$ cat src/rtl/fetch_pkg.sv
`default_nettype none
// ============================================================================
// Module      : fetch_pkg
// Description : Shared types and helpers for the instruction fetch front end.
// Revision    : 1.0 - initial release
// ============================================================================
package fetch_pkg;

    typedef enum logic [2:0] {
        S_BOOT_REQ  = 3'd0,
        S_BOOT_WAIT = 3'd1,
        S_FETCH     = 3'd2,
        S_WAIT      = 3'd3,
        S_FAULT     = 3'd4
    } fetch_state_e;

    localparam logic [2:0] MEM_SIZE_WORD = 3'b010;

    function automatic logic is_word_aligned(input logic [1:0] addr_lsbs);
        return (addr_lsbs == 2'b00);
    endfunction

endpackage
`default_nettype wire

$ cat src/rtl/fetch_ibuf.sv
`default_nettype none
// ============================================================================
// Module      : fetch_ibuf
// Description : Show-ahead FIFO of {pc, instruction} with synchronous flush.
// Revision    : 1.0 - initial release
// ============================================================================
module fetch_ibuf #(
    parameter int IBUF_DEPTH = 2,
    parameter int DATA_WIDTH = 32,
    parameter int ADDR_WIDTH = 32
) (
    input  logic                         clk_i,
    input  logic                         reset_i,
    input  logic                         flush_i,
    input  logic                         push_i,
    input  logic [ADDR_WIDTH-1:0]        push_pc_i,
    input  logic [DATA_WIDTH-1:0]        push_data_i,
    input  logic                         pop_i,
    output logic [$clog2(IBUF_DEPTH):0]  count_o,
    output logic                         valid_o,
    output logic [ADDR_WIDTH-1:0]        head_pc_o,
    output logic [DATA_WIDTH-1:0]        head_data_o
);

    localparam int PTR_W = $clog2(IBUF_DEPTH);
    localparam int CNT_W = PTR_W + 1;

    logic [DATA_WIDTH-1:0] data_mem [IBUF_DEPTH];
    logic [ADDR_WIDTH-1:0] pc_mem   [IBUF_DEPTH];

    logic [PTR_W-1:0] wr_ptr_q, wr_ptr_d;
    logic [PTR_W-1:0] rd_ptr_q, rd_ptr_d;
    logic [CNT_W-1:0] count_q, count_d;
    logic             do_pop;

    always_comb begin
        do_pop   = pop_i && (count_q != '0);
        wr_ptr_d = wr_ptr_q;
        rd_ptr_d = rd_ptr_q;
        count_d  = count_q;
        if (flush_i) begin
            wr_ptr_d = '0;
            rd_ptr_d = '0;
            count_d  = '0;
        end else begin
            if (push_i) begin
                wr_ptr_d = wr_ptr_q + 1'b1;
            end
            if (do_pop) begin
                rd_ptr_d = rd_ptr_q + 1'b1;
            end
            count_d = count_q + CNT_W'(push_i) - CNT_W'(do_pop);
        end
    end

    always_ff @(posedge clk_i or posedge reset_i) begin
        if (reset_i) begin
            wr_ptr_q <= '0;
            rd_ptr_q <= '0;
            count_q  <= '0;
        end else begin
            wr_ptr_q <= wr_ptr_d;
            rd_ptr_q <= rd_ptr_d;
            count_q  <= count_d;
        end
    end

    // Storage needs no reset: the head is masked to zero whenever empty.
    always_ff @(posedge clk_i) begin
        if (push_i && !flush_i) begin
            data_mem[wr_ptr_q] <= push_data_i;
            pc_mem[wr_ptr_q]   <= push_pc_i;
        end
    end

    assign count_o     = count_q;
    assign valid_o     = (count_q != '0);
    assign head_pc_o   = valid_o ? pc_mem[rd_ptr_q]   : '0;
    assign head_data_o = valid_o ? data_mem[rd_ptr_q] : '0;

endmodule
`default_nettype wire

$ cat src/rtl/fetch_unit.sv
`default_nettype none
// ============================================================================
// Module      : fetch_unit
// Description : Multi-cycle instruction fetch front end with boot-pointer load,
//               show-ahead instruction buffer and redirect/flush handling.
// Revision    : 1.0 - initial release
// ============================================================================
module fetch_unit
    import fetch_pkg::*;
#(
    parameter int                    DATA_WIDTH   = 32,
    parameter int                    ADDR_WIDTH   = 32,
    parameter logic [ADDR_WIDTH-1:0] RESET_VECTOR = 'h0000_0FFC,
    parameter int                    IBUF_DEPTH   = 2,
    parameter int                    PC_INC       = 4
) (
    input  logic                  clk_i,
    input  logic                  reset_i,
    output logic [ADDR_WIDTH-1:0] mem_addr_o,
    output logic                  mem_rd_o,
    output logic [2:0]            mem_size_o,
    input  logic                  mem_rdy_i,
    input  logic [DATA_WIDTH-1:0] mem_data_i,
    input  logic                  redirect_i,
    input  logic [ADDR_WIDTH-1:0] redirect_pc_i,
    input  logic                  ir_ld_i,
    output logic                  ir_valid_o,
    output logic [DATA_WIDTH-1:0] ir_o,
    output logic [ADDR_WIDTH-1:0] ir_pc_o,
    output logic                  booted_o,
    output logic                  fault_o
);

    localparam int                    CNT_W     = $clog2(IBUF_DEPTH) + 1;
    localparam logic [CNT_W-1:0]      C_DEPTH   = CNT_W'(IBUF_DEPTH);
    localparam logic [ADDR_WIDTH-1:0] C_PC_STEP = ADDR_WIDTH'(PC_INC);

    fetch_state_e          state_q, state_d;
    logic [ADDR_WIDTH-1:0] pc_q, pc_d;
    logic [ADDR_WIDTH-1:0] mem_addr_q, mem_addr_d;
    logic                  mem_rd_q, mem_rd_d;
    logic                  booted_q, booted_d;
    logic                  fault_q, fault_d;
    logic                  stale_q, stale_d;

    logic                  redirect_ok;
    logic                  buf_push;
    logic                  buf_pop;
    logic                  buf_valid;
    logic [CNT_W-1:0]      buf_count;
    logic [ADDR_WIDTH-1:0] buf_head_pc;
    logic [DATA_WIDTH-1:0] buf_head_data;

    assign redirect_ok = redirect_i && booted_q && (state_q != S_FAULT);

    always_comb begin
        state_d    = state_q;
        pc_d       = pc_q;
        mem_addr_d = mem_addr_q;
        mem_rd_d   = mem_rd_q;
        booted_d   = booted_q;
        fault_d    = fault_q;
        stale_d    = stale_q;
        buf_push   = 1'b0;

        case (state_q)
            S_BOOT_REQ: begin
                state_d    = S_BOOT_WAIT;
                mem_rd_d   = 1'b1;
                mem_addr_d = RESET_VECTOR;
            end
            S_BOOT_WAIT: begin
                if (mem_rdy_i) begin
                    pc_d     = ADDR_WIDTH'(mem_data_i);
                    booted_d = 1'b1;
                    mem_rd_d = 1'b0;
                    if (is_word_aligned(mem_data_i[1:0])) begin
                        state_d = S_FETCH;
                    end else begin
                        state_d = S_FAULT;
                        fault_d = 1'b1;
                    end
                end
            end
            S_FETCH: begin
                // Issuing only below full reserves the slot for the returning word.
                if (!redirect_ok && (buf_count < C_DEPTH)) begin
                    state_d    = S_WAIT;
                    mem_addr_d = pc_q;
                    mem_rd_d   = 1'b1;
                end
            end
            S_WAIT: begin
                if (mem_rdy_i) begin
                    state_d  = S_FETCH;
                    mem_rd_d = 1'b0;
                    stale_d  = 1'b0;
                    // A stale word belongs to the pre-redirect stream: drop it and keep pc.
                    if (!stale_q && !redirect_ok) begin
                        buf_push = 1'b1;
                        pc_d     = pc_q + C_PC_STEP;
                    end
                end
            end
            S_FAULT: begin
                mem_rd_d = 1'b0;
                fault_d  = 1'b1;
            end
            default: begin
                state_d  = S_FAULT;
                mem_rd_d = 1'b0;
                fault_d  = 1'b1;
            end
        endcase

        if (redirect_ok) begin
            pc_d = redirect_pc_i;
            if ((state_q == S_WAIT) && !mem_rdy_i) begin
                stale_d = 1'b1;
            end
            if (!is_word_aligned(redirect_pc_i[1:0])) begin
                state_d  = S_FAULT;
                fault_d  = 1'b1;
                mem_rd_d = 1'b0;
                stale_d  = 1'b0;
            end
        end
    end

    always_ff @(posedge clk_i or posedge reset_i) begin
        if (reset_i) begin
            state_q    <= S_BOOT_REQ;
            pc_q       <= '0;
            mem_addr_q <= RESET_VECTOR;
            mem_rd_q   <= 1'b0;
            booted_q   <= 1'b0;
            fault_q    <= 1'b0;
            stale_q    <= 1'b0;
        end else begin
            state_q    <= state_d;
            pc_q       <= pc_d;
            mem_addr_q <= mem_addr_d;
            mem_rd_q   <= mem_rd_d;
            booted_q   <= booted_d;
            fault_q    <= fault_d;
            stale_q    <= stale_d;
        end
    end

    assign buf_pop = ir_ld_i && ir_valid_o;

    fetch_ibuf #(
        .IBUF_DEPTH (IBUF_DEPTH),
        .DATA_WIDTH (DATA_WIDTH),
        .ADDR_WIDTH (ADDR_WIDTH)
    ) u_ibuf (
        .clk_i       (clk_i),
        .reset_i     (reset_i),
        .flush_i     (redirect_ok),
        .push_i      (buf_push),
        .push_pc_i   (mem_addr_q),
        .push_data_i (mem_data_i),
        .pop_i       (buf_pop),
        .count_o     (buf_count),
        .valid_o     (buf_valid),
        .head_pc_o   (buf_head_pc),
        .head_data_o (buf_head_data)
    );

    assign mem_addr_o = mem_addr_q;
    assign mem_rd_o   = mem_rd_q;
    assign mem_size_o = MEM_SIZE_WORD;
    assign ir_valid_o = buf_valid && !fault_q;
    assign ir_o       = ir_valid_o ? buf_head_data : '0;
    assign ir_pc_o    = ir_valid_o ? buf_head_pc   : '0;
    assign booted_o   = booted_q;
    assign fault_o    = fault_q;

endmodule
`default_nettype wire
$ cat config.mk
export PLATFORM = sky130hd
export DESIGN_NAME = fetch_unit
export DESIGN_NICKNAME = d
export VERILOG_FILES = /design/src/rtl/fetch_pkg.sv /design/src/rtl/fetch_ibuf.sv /design/src/rtl/fetch_unit.sv
export SDC_FILE = /design/constraint.sdc
export NUM_CORES = 1
export LEC_CHECK = 0
export ABC_AREA = 1
export BUFFER_PORTS_ARGS = -buffer_cell sky130_fd_sc_hd__clkbuf_2
export CAP_MARGIN = 20
export CELL_PAD_IN_SITES_DETAIL_PLACEMENT = 1
export CELL_PAD_IN_SITES_GLOBAL_PLACEMENT = 1
export CORE_MARGIN = 3
export CORE_UTILIZATION = 30
export DETAILED_ROUTE_END_ITERATION = 16
export GPL_ROUTABILITY_DRIVEN = 0
export PLACE_DENSITY_LB_ADDON = 0.1
export SYNTH_ARGS = -nofsm -noshare
export SYNTH_HDL_FRONTEND = slang
export SYNTH_SLANG_ARGS = --single-unit
$ cat constraint.sdc
create_clock -name clk_i -period 4.6 [get_ports clk_i]
set_input_delay 0.46 -clock clk_i [delete_from_list [all_inputs] [get_ports clk_i]]
set_output_delay 0.46 -clock clk_i [all_outputs]
set_load 0.1 [all_outputs]
Yosys cells after proc, flatten, opt, wreduce, memory -nomap -nowiden
Memory sizes are Yosys's and may differ from the RTL's.
Cells that the tools add are included.
- memories: 2
- RAM bits: 128
- output and inout bits: 103
- word-level logic and storage cells: 96
- bits in registers: 75
- input port bits: 69
- memory list (memory ; words ; width ; rd ports ; clocked after Yosys merged registers in ; write ports ; line ; source):
    u_ibuf.data_mem ; 2 ; 32 ; 1 ; 0 ; 1 ; fetch_ibuf.sv:28 ; logic [DATA_WIDTH-1:0] data_mem [IBUF_DEPTH];
    u_ibuf.pc_mem ; 2 ; 32 ; 1 ; 0 ; 1 ; fetch_ibuf.sv:29 ; logic [ADDR_WIDTH-1:0] pc_mem [IBUF_DEPTH];
- equality and inequality tests: 9
- add/subtract/negate cells: 5
- reductions and logical operators: 26
- multiplexer cells: 43
- magnitude comparators: 1
- operators with widths (cell ; count):
    2-to-1 mux 32 bit ; 9
    one-hot mux 32 bit (2 select lines) ; 2
    adder 32 x 3 -> 32 bit, second input constant ; 1
    2-to-1 mux 1 bit ; 22
    2-to-1 mux 3 bit ; 6
    one-hot mux 3 bit (5 select lines) ; 1
    logical AND 1 bit ; 9
    inequality test 3 x 2 -> 1 bit, second input constant ; 3
    nonzero test 2 bit ; 4
    == test 3 x 2 -> 1 bit, second input constant ; 2
    logical NOT 1 bit ; 4
    logical NOT 2 bit ; 2
    AND reduction 2 bit ; 2
    AND reduction 4 bit ; 1
    == test 3 x 1 -> 1 bit, second input constant ; 1
    == test 3 bit, second input constant ; 1
    logical NOT 3 bit ; 1
    inequality test 3 bit, second input constant ; 1
    one-hot mux 1 bit (3 select lines) ; 1
    nonzero test 3 bit ; 1
    OR reduction 3 bit ; 1
    adder 1 bit, second input constant ; 2
    adder 2 x 1 -> 2 bit ; 1
    less-than comparator 2 bit, second input constant ; 1
    other kinds (5) ; 5

Depth between registers and ports, before layout
Gate-level depths: netlist (run 1).
- depth after elaboration: 10
- gate-level depth with buffers: 11
- mapped depth without buffers: 11

Modules after synthesis
Synthesis (run 1) repeated with hierarchy kept, for this count alone.
- cell total of the unflattened synthesis: 1194
- area total of the unflattened synthesis: 9944.5 sq um
- by module, submodules not included (module ; cells each ; sequential area each (sq um) ; area each (sq um) ; times used):
    fetch_ibuf ; 375 ; 3943.8 ; 5012.3 ; 1
    fetch_unit ; 819 ; 1789.2 ; 4932.2 ; 1

Worst setup path before layout (run 1)
No wires, ideal clock.
- path kind: register -> register
- start: register booted_q, in the netlist booted_o
- end: memory u_ibuf.data_mem[0][0], enable pin
- stages on the path, launching flop included: 6
- setup slack: 0.149 ns
- required time: 4.114 ns
- data arrival time: 3.965 ns
- setup time: 0.486 ns
- path buffers: 0
- clock period less this slack: 4.451 ns
- cell sequence: dfrtp_1 -> nand2_1 -> a21oi_4 -> nor2_1 -> inv_1 -> nor2_1
- cells in the longest elaborated chain, start to end: 10
- RTL lines (element ; line ; source):
    start, declared ; fetch_unit.sv:42 ; logic booted_q, booted_d;
    start signal, assigned ; fetch_unit.sv:144 ; booted_q <= booted_d;
    logical AND 1 bit (*) (2 in series) ; fetch_unit.sv:54 ; assign redirect_ok = redirect_i && booted_q && (state_q != S_FAULT);
    logical NOT 1 bit (*) ; fetch_ibuf.sv:70, fetch_unit.sv:99 ;
    logical AND 1 bit ; fetch_unit.sv:99 ; if (!stale_q && !redirect_ok) begin
    2-to-1 mux 1 bit ; fetch_unit.sv:99 ;
    2-to-1 mux 1 bit ; fetch_unit.sv:94 ; if (mem_rdy_i) begin
    2-to-1 mux 1 bit ; fetch_unit.sv:66 ; case (state_q)
    logical AND 1 bit (*) ; fetch_ibuf.sv:70 ; if (push_i && !flush_i) begin
    2-to-1 mux 1 bit (*) ; fetch_ibuf.sv:70 ;
    2-to-1 mux 1 bit (implied by the code) (*) ; fetch_ibuf.sv:71 ; data_mem[wr_ptr_q] <= push_data_i;
    end, declared ; fetch_ibuf.sv:28 ;
Mark *: on every way between the ends. The rest lies on a longest branch, timed or not.

Worst setup path after layout (run 1)
- start: register u_ibuf.rd_ptr_q
- end: output port ir_pc_o[15]
- cells in the longest elaborated chain, start to end: 3
- RTL lines (element ; line ; source):
    start, declared ; fetch_ibuf.sv:32 ; logic [PTR_W-1:0] rd_ptr_q, rd_ptr_d;
    start signal, assigned ; fetch_ibuf.sv:63 ; rd_ptr_q <= rd_ptr_d;
    memory read (2 x 32 bit) ; - ;
    2-to-1 mux 32 bit ; fetch_ibuf.sv:78 ; assign head_pc_o = valid_o ? pc_mem[rd_ptr_q] : '0;
    2-to-1 mux 32 bit ; fetch_unit.sv:175 ; assign ir_pc_o = ir_valid_o ? buf_head_pc : '0;
    end, declared ; fetch_unit.sv:29 ; output logic [ADDR_WIDTH-1:0] ir_pc_o,
No other way between the ends.

==> metrics.txt, run 1 <==
CTS tree yes; Fin. Hold Viols 0; PD cells 327 nW/um2; top_reg_cell synth edfxtp_1; Peak supply drop 0.184 mV; yosys warns 0; Slew headroom 36.7%; fin crit share 68.1%; initial antenna violation count 1; gr ovfl total 0; # DRC 0; H-Tree Level Count 1; status completed; synth unique cells 34; tightest hold margin 0.170 ns; Seq/Total Area, Yosys 58.4%; Initial DRC Count 406; iteration count of the initial detailed-routing pass 4; Worst Skew 0.0105 ns; fin crit period 3.13 ns; die height 187 um; GRT Total Usage 16.4%; CP Class register to primary output; worst-margin pin slew 0.949 ns; CTS sink cnt 203; Synth Area per Inst 8.32 um2; EDFF count, synth 128; Final Max Tran Viols 0; Antenna Nets Post-Route 0; flop-to-flop setup slack 1.66 ns; CTS Buf Count 23; flops & latches, synth 203; Avg Vias per Cell 4.38; setup_tns 0 ns; Starting Density 30.8%; layout overhead on the synthesized area 20.8%; HPWL after DPL 20200 um; Max FO, Critical Path 34; Async SR Flop Fraction 36.9%; Finish-stage setup viols 0; # fillers 3875; cell count after synthesis 1180; clk root buf clkbuf_16; Nets 1407; PortBufs 168; vias in the first global route 8323; IO Pins 172; global-route wire length before repair 46300 um; Post-synth top cells 551 x nand2_1, 146 x inv_1, 128 x edfxtp_1, 81 x nand3_1, 65 x dfrtp_1; Clock Path Buffers 3; fmax 0.319 GHz; RSZ-0062 raised after global routing false; Synth area leaders edfxtp_1 39%, nand2_1 21%, dfrtp_1 17%; CP required 4.14 ns; Post-Syn Area 9810 um2; die footprint 34900 um2; dominant cell type by area after synthesis edfxtp_1; nature of the critical path startpoint register; vias 7827; Clk pin slew, worst setup/hold paths 0.06 ns; Post-Route WL 28500 um; die width 187 um; Worst-Skew Late Latency 0.50 ns; top-count cell post-synth nand2_1; Worst Setup End Kind primary output; Core ar. 31900 um2; Leak 6.33 nW; layout cell share with drive strength beyond 1 18.4%; Hold Path Class input pin to register; worst path arrival time 2.67 ns; Yosys top cell area share 39.2%; post-CTS setup buffer count 0; Rows 65; Final Util 37.2%; post-DR wirelength/cell 16.0 um; largest net degree at the start of global routing 67; Max-cap violations 0
[worst max-delay path, cell delays in order (launching register included)]
cell      delay, ns
dfrtp_2        0.41
inv_2          0.52
buf_4          0.46
nand2_1        0.10
nand2_1        0.10
nand2_1        0.06
inv_1          0.07
clkbuf_2       0.45
[through the flow]
stage | total power, mW | setup slack, ns | std cells | instance area, um2
detailed placement | 2.10 | 1.64 | 1742 | 11000
CTS | 3.95 | 1.37 | 1783 | 11800
global route | 4.02 | 1.23 | 1787 | 11900
floorplan | 2.04 | 0.149 | 1181 | 9820
global placement | 2.10 | 1.76 | 1742 | 11000
finish | 3.88 | 1.47 | 1787 | 11900
[worst paths after layout]
check                                start                      to  cells after the start
max                        u_ibuf.rd_ptr_q             ir_pc_o[15]                      7
min                         mem_data_i[29]  u_ibuf.data_mem[1][29]                      1
max reg2reg                     state_q[1]  u_ibuf.data_mem[1][28]                      7
min reg2reg                  mem_addr_o[5]           mem_addr_o[5]                      2
max in group asynchronous          reset_i           mem_addr_o[4]                      4
min in group asynchronous          reset_i                pc_q[25]                      3
[sequential cells by signal (all words and copies together), names as in the netlist, 2 cells and up, named ones only]
name	flops
pc_q	32
u_ibuf.count_o	2
u_ibuf.pc_mem	64
state_q	3
mem_addr_o	32
u_ibuf.data_mem	64
[final cells by class]
type                            count  area (um2)  share of cell area [%]
Sequential cell                   203        5730                    48.4
Tap cell                          435         544                    4.59
Clock buffer                       29         608                    5.13
Antenna cell                        1        2.50                  0.0211
Inverter                          151         569                    4.80
Timing Repair Buffer              180         978                    8.26
Clock inverter                     12         136                    1.15
Multi-Input combinational cell    776        3280                    27.7
[timing repair]
item	in CTS	in global routing
resized for setup	0	0
hold buffers	0	1
endpoints found under the hold margin	0	5
[layer usage]
| metal | vias to the layer above | wire (um) | global-route usage (%) |
|---|---|---|---|
| li1 | 3977 | - | - |
| met1 | 3693 | 14000 | 23.4 |
| met2 | 127 | 13200 | 27.0 |
| met3 | 30 | 998 | 2.19 |
| met4 | 0 | 333 | 3.05 |
| met5 | - | 0 | 0 |
[placed cells by master (no fill, tap or decap), drive strengths merged]
cell         count
a21oi            4
a31oi            3
and2             1
buf             11
bufinv           3
clkbuf         197
clkinv           9
conb             3
dfrtp           65
dfstp           10
diode            1
dlygate4sd3      1
edfxtp         128
ha               3
inv            151
nand2          554
nand3           82
nand4            2
nor2            53
nor3             4
o211ai           5
o21ai           44
o21bai           8
or2              3
xnor2            6
xor2             1
[power breakdown]
| group | total [mW] | leakage [nW] | switching, mW | internal, mW |
|---|---|---|---|---|
| logic | 0.127 | 3.65 | 0.0869 | 0.0401 |
| registers | 1.93 | 2.30 | 0.000502 | 1.93 |
| clock network | 1.82 | 0.370 | 0.718 | 1.10 |
[cells by family (layout without fill, tap and decap cells)]
logic type               count (synthesis)  after routing  synth area share, %
other                                    2              4               0.0765
AO/OA/AOI/OAI                           64             64                 3.84
buffers and inverters                  202            372                 8.36
adder cells (fa/ha/maj)                  3              3                0.383
AND/OR/NAND/NOR                        699            699                 28.3
flip-flops                             203            203                 58.4
XOR/XNOR                                 7              7                0.625
Power figures use the tool's default switching activity.
==> run 2: changes to the inputs <==
- clock period: 4.6 -> 3.2 ns (I/O delays scaled with it)
==> run 2 against run 1 <==
First-iteration DRC count is 16% lower. Via count is 3.1% higher. Critical path depth stayed put. Global-route usage is 0.88 points higher. Clock-buffer cell count is 1 lower. Total power is 52% higher. Highest routed layer unchanged.
==> metrics.txt, run 2 (synthesis results as in run 1) <==
Antenna Nets Post-Route 0 (unchanged); CP Class register to primary output; fin crit period 2.73 ns; Worst Skew 0.0128 ns (+0.00232 ns); Leak 6.53 nW (+3.2%); status completed; fin crit share 85.3%; GRT Total Usage 17.2% (+0.88 points); PortBufs 168 (unchanged); Initial DRC Count 342 (-16%); Starting Density 30.8% (unchanged); Peak supply drop 0.300 mV (+63%); Pint 4.61 mW (+50%); most common cell after layout, fill and taps aside nand2_1; worst-margin pin slew 0.676 ns (-0.273 ns); placed instance count 1752 (+0.57%); iteration count of the initial detailed-routing pass 4 (unchanged); fmax 0.366 GHz; nature of the critical path startpoint register; Final Max Tran Viols 0 (unchanged); Worst Setup End Kind primary output; Finish-stage setup viols 0 (unchanged); Finished Layout Cells 1823 (+2.0%); CTS sink cnt 203 (unchanged); clk root buf clkbuf_16; Clock Path Buffers 3 (unchanged); Avg Vias per Cell 4.43 (+1.0%); H-Tree Level Count 1 (unchanged); NetSw 1.27 mW (+58%); # DRC 0 (unchanged); Hold Path Class input pin to register; switching share of total power 21.6% (+0.82 points); worst path arrival time 2.41 ns (-0.26 ns); Final Util 38.6% (+1.4 points); IO Pins 172 (unchanged); combinational power share 3.5% (+0.2 points); layout cell share with drive strength beyond 1 18.9% (+0.59 points); die width 187 um (unchanged); post-DR wirelength/cell 16.4 um (+2.7%); Worst-Skew Late Latency 0.53 ns (+0.03 ns); Core ar. 31900 um2 (unchanged); Final Power 5.88 mW (+52%); PostCTS Resize Cnt 0 (unchanged); CTS tree yes; PD cells 478 nW/um2 (+46%); global-route wire length before repair 48300 um (+4.3%); vias 8068 (+3.1%); Rows 65 (unchanged); gr ovfl total 0 (unchanged); Slew headroom 54.9% (+18 points); Max-cap violations 0 (unchanged); CTS Buf Count 25 (+8.7%); Fin. Hold Viols 0 (unchanged); largest net degree at the start of global routing 47 (-30%); clock share of power 49.2% (+2.3 points); Post-Route WL 29900 um (+4.8%); RSZ-0062 raised after global routing false; Max FO, Critical Path 19 (-44%); die height 187 um (unchanged); commonest non-fill, non-tap cells in the layout 551 x nand2_1, 144 x inv_1, 130 x clkbuf_2; Nets 1441 (+2.4%); Reg power frac 47.3% (-2.5 points); CP required 2.88 ns (-1.26 ns); Top Registers u_ibuf.data_mem: 64 flops, u_ibuf.pc_mem: 64 flops; initial antenna violation count 0 (-1); Clk pin slew, worst setup/hold paths 0.07 ns (about the same); vias in the first global route 8451 (+1.5%); HPWL after DPL 21300 um (+5.4%); setup_tns 0 ns (unchanged); die footprint 34900 um2 (unchanged); layout overhead on the synthesized area 25.4%; ANT cells 0 (-1)
-- run 2: cell count changes in the layout (fill, tap and decap cells not counted) --
cell and delta:
buf_12 -1, clkinvlp_4 +2, clkinv_2 +2, buf_4 +48
clkbuf_16 +2, clkbuf_1 -2, inv_6 +1, clkbuf_2 -38
dlygate4sd3_1 +24, clkbuf_8 -1, buf_16 -1, diode_2 -1
bufinv_16 +1
-- run 2: critical path: stages (launching register included) --
cell and delay, ns:
dfrtp_1 0.41, inv_1 0.10, o21ai_0 0.13, inv_2 0.31, buf_4 0.32, nand2_1 0.08, inv_1 0.06, clkbuf_2 0.44
-- run 2: what timing repair did --
action                                 in CTS  in global routing
endpoints found under the hold margin      72                  2
buffers inserted                            0                  0
hold buffers                               24                  1
-- run 2: cell type report --
type / instances / area (um2)
clock inverter: 18 / 200
tap: 435 / 544
inverter: 151 / 569
sequential: 203 / 5730
fill: 3859 / 19600
multi-input combinational: 776 / 3280
clock buffer: 28 / 637
timing repair buffer: 212 / 1340
-- run 2: power by group through the flow --
| stage | Clock [mW] | Sequential [mW] | Combinational, mW |
|---|---|---|---|
| floorplan | 0 | 2.83 | 0.0929 |
| global placement | 0 | 2.84 | 0.189 |
| detailed placement | 0 | 2.84 | 0.188 |
| CTS | 2.99 | 2.78 | 0.212 |
| global route | 3.10 | 2.78 | 0.234 |
| finish | 2.89 | 2.78 | 0.206 |
-- run 2: worst paths after layout --
check / slack, ns / endpoint / cells past startpoint / start
worst max register to register: 0.85 / pc_q[21] / 7 / state_q[1]
min in group asynchronous: 0.45 / pc_q[17] / 3 / reset_i
max in group asynchronous: 1.87 / mem_addr_o[7] / 4 / reset_i
worst min register to register: 0.49 / mem_addr_o[3] / 2 / mem_addr_o[3]
worst min-delay path: 0.03 / u_ibuf.data_mem[0][10] / 1 / mem_data_i[10]
worst max-delay path: 0.47 / ir_pc_o[4] / 7 / fault_o
-- run 2: metal layers --
layer | track usage [%] | part of all wire (%)
met5 | 0 | 0
met4 | 3.52 | 1.8
met3 | 2.42 | 4.0
met2 | 28.4 | 46
met1 | 24.4 | 48
-- run 2: stage by stage --
step | setup slack [ns] | hold slack, ns | cell area (um2)
2_1_floorplan | -0.183 | 0.419 | 9820
3_3_place_gp | 0.863 | 0.457 | 11200
3_5_place_dp | 0.808 | 0.463 | 11200
4_1_cts | 0.405 | 0.00201 | 12300
5_1_grt | 0.270 | 0.00365 | 12300
6_report | 0.470 | 0.0255 | 12300
==> run 3: changes to the inputs <==
==> constraint.sdc (replaced) <==
create_clock -name clk_i -period 2.65 [get_ports clk_i]
set_input_delay 0.1325 -clock clk_i [delete_from_list [all_inputs] [get_ports clk_i]]
set_output_delay 0.1325 -clock clk_i [all_outputs]
set_load 0.1 [all_outputs]
==> run 3 against run 2 <==
Via count increased by 2.2%. First-iteration DRC count is 8.5% lower. Sequential share of layout area down 4.5 points. Global-route usage fell by 0.22 points. Critical path type unchanged. Worst hold slack gained 0.0077 ns. Clock-buffer cell count increased by 1. Combinational power up 46%. Non-clock buffer count is 35 higher. Critical endpoint is now ir_o[12]. Total power rose by 21%.
==> metrics.txt, run 3 (synthesis results as in run 1) <==
CP Class register to primary output; NetSw 1.48 mW (+17%); clock share of power 48.7% (-0.5 points); worst path arrival time 2.22 ns (-0.19 ns); commonest non-fill, non-tap cells in the layout 551 x nand2_1, 144 x inv_1, 128 x edfxtp_1; Worst Skew 0.00994 ns (-0.00288 ns); post-route cell area 13600 um2 (+11%); Pint 5.65 mW (+23%); Antenna Nets Post-Route 0 (unchanged); # fillers 3787 (-1.9%); clk root buf clkbuf_16; CTS sink cnt 203 (unchanged); initial antenna violation count 1 (+1); PortBufs 168 (unchanged); Leak 6.88 nW (+5.4%); Final Power 7.13 mW (+21%); DP Worst Slack 0.444 ns (-0.364 ns); Fin. Hold Viols 0 (unchanged); die height 187 um (unchanged); fin crit share 88.8%; CTS Buf Count 25 (unchanged); Avg Vias per Cell 4.44 (+0.24%); Finish-stage setup viols 0 (unchanged); Top Registers u_ibuf.data_mem: 64 flops, u_ibuf.pc_mem: 64 flops; vias in the first global route 8805 (+4.2%); Max FO, Critical Path 45 (+26); Worst-Skew Late Latency 0.51 ns (-0.02 ns); die width 187 um (unchanged); Max-cap violations 0 (unchanged); flop-to-flop setup slack 0.47 ns (-0.38 ns); # DRC 0 (unchanged); Worst Min Path Start mem_rdy_i; CP required 2.52 ns (-0.36 ns); post-DR wirelength/cell 15.9 um (-2.8%); Multi-input gate area 3280 um2 (unchanged); die footprint 34900 um2 (unchanged); vias 8243 (+2.2%); Core ar. 31900 um2 (unchanged); switching share of total power 20.7% (-0.84 points); GRT Total Usage 17.0% (-0.22 points); Final Max Tran Viols 0 (unchanged); Starting Density 30.8% (unchanged); Initial DRC Count 313 (-8.5%); DP Area 12100 um2 (+7.9%); iteration count of the initial detailed-routing pass 4 (unchanged); setup_tns 0 ns (unchanged); worst r2r src state_q[2]; Worst R2R Path Depth 6 (-1); worst hold endpoint state_q[0]; fin crit period 2.35 ns; Worst Setup End Kind primary output; H-Tree Level Count 1 (unchanged); CP startpoint fault_o; combinational power share 4.2% (+0.7 points); global-route wire length before repair 48200 um (-0.16%); Post-Route WL 29600 um (-0.96%); fmax 0.425 GHz; HPWL after DPL 20300 um (-4.7%); status completed; Peak supply drop 0.373 mV (+24%); nature of the critical path startpoint register; largest net degree at the start of global routing 76 (+62%); IO Pins 172 (unchanged); Reg power frac 47.1% (-0.2 points); Nets 1476 (+2.4%); Hold Crit Depth 4 (+3); Clk pin slew, worst setup/hold paths 0.06 ns (about the same); PD cells 524 nW/um2 (+9.6%); worst-margin pin slew 0.823 ns (+0.147 ns); RSZ-0062 raised after global routing false; layout cell share with drive strength beyond 1 18.0% (-0.95 points); most common cell after layout, fill and taps aside nand2_1; Reg area 5740 um2 (about the same); Slew headroom 45.1% (-9.8 points); layout overhead on the synthesized area 38.7%; Hold Path Class input pin to register; Crit Reg-Reg Endpoint pc_q[2]; CTS tree yes; Clock Path Buffers 3 (unchanged); final worst slack 0.296 ns (-0.175 ns); gr ovfl total 0 (unchanged); Rows 65 (unchanged); tightest hold margin 0.0332 ns (+0.00769 ns)
[run 3: metal layers]
layer / global-route usage, % / up-vias / wire, um
li1: - / 4133 / -
met1: 23.2 / 3924 / 14100
met2: 29.1 / 152 / 13900
met3: 2.59 / 34 / 1190
met4: 3.11 / 0 / 432
met5: 0 / - / 0
[run 3: area by class of cell]
cell class                 count  share of cell area, %
sequential                   203                   42.1
multi-input combinational    776                   24.1
timing repair buffer         247                   19.4
clock buffer                  29                   4.85
inverter                     151                   4.18
tap                          435                   4.00
clock inverter                16                   1.35
antenna                        1                 0.0184
[run 3: metrics by stage]
stage	utilization, %	instances
finish	42.7	1858
global route	42.7	1858
CTS	42.7	1857
detailed placement	38.0	1746
global placement	38.0	1746
floorplan	-	1181
[run 3: repair_timing]
item | CTS | global route
resized for setup | 0 | 0
hold buffers | 66 | 0
buffers inserted | 0 | 0
endpoints found under the hold margin | 162 | 0
[run 3: how the worst max path moves through the flow]
| stage | to | slack (ns) | depth (start not counted) |
|---|---|---|---|
| after floorplan | u_ibuf.data_mem[0][0] | 0.15 | 5 |
| after global placement | pc_q[2] | 0.49 | 6 |
| after detailed placement | pc_q[2] | 0.44 | 6 |
| after CTS | ir_o[12] | 0.20 | 7 |
| after global routing | ir_o[3] | 0.1 | 7 |
| final | ir_o[12] | 0.30 | 7 |
[run 3: critical path, stage by stage, from the launching register on]
cell     delay [ns]
dfrtp_1        0.39
inv_1          0.10
o21ai_0        0.14
inv_2          0.37
buf_12         0.30
nand2_1        0.11
inv_1          0.11
buf_12         0.18
[run 3: power by group through the flow]
stage,combinational [mW],clock (mW),sequential [mW]
after floorplan,0.112,0,3.42
after global placement,0.230,0,3.42
after detailed placement,0.231,0,3.42
after CTS,0.308,3.58,3.36
after global routing,0.336,3.72,3.36
final,0.300,3.47,3.36
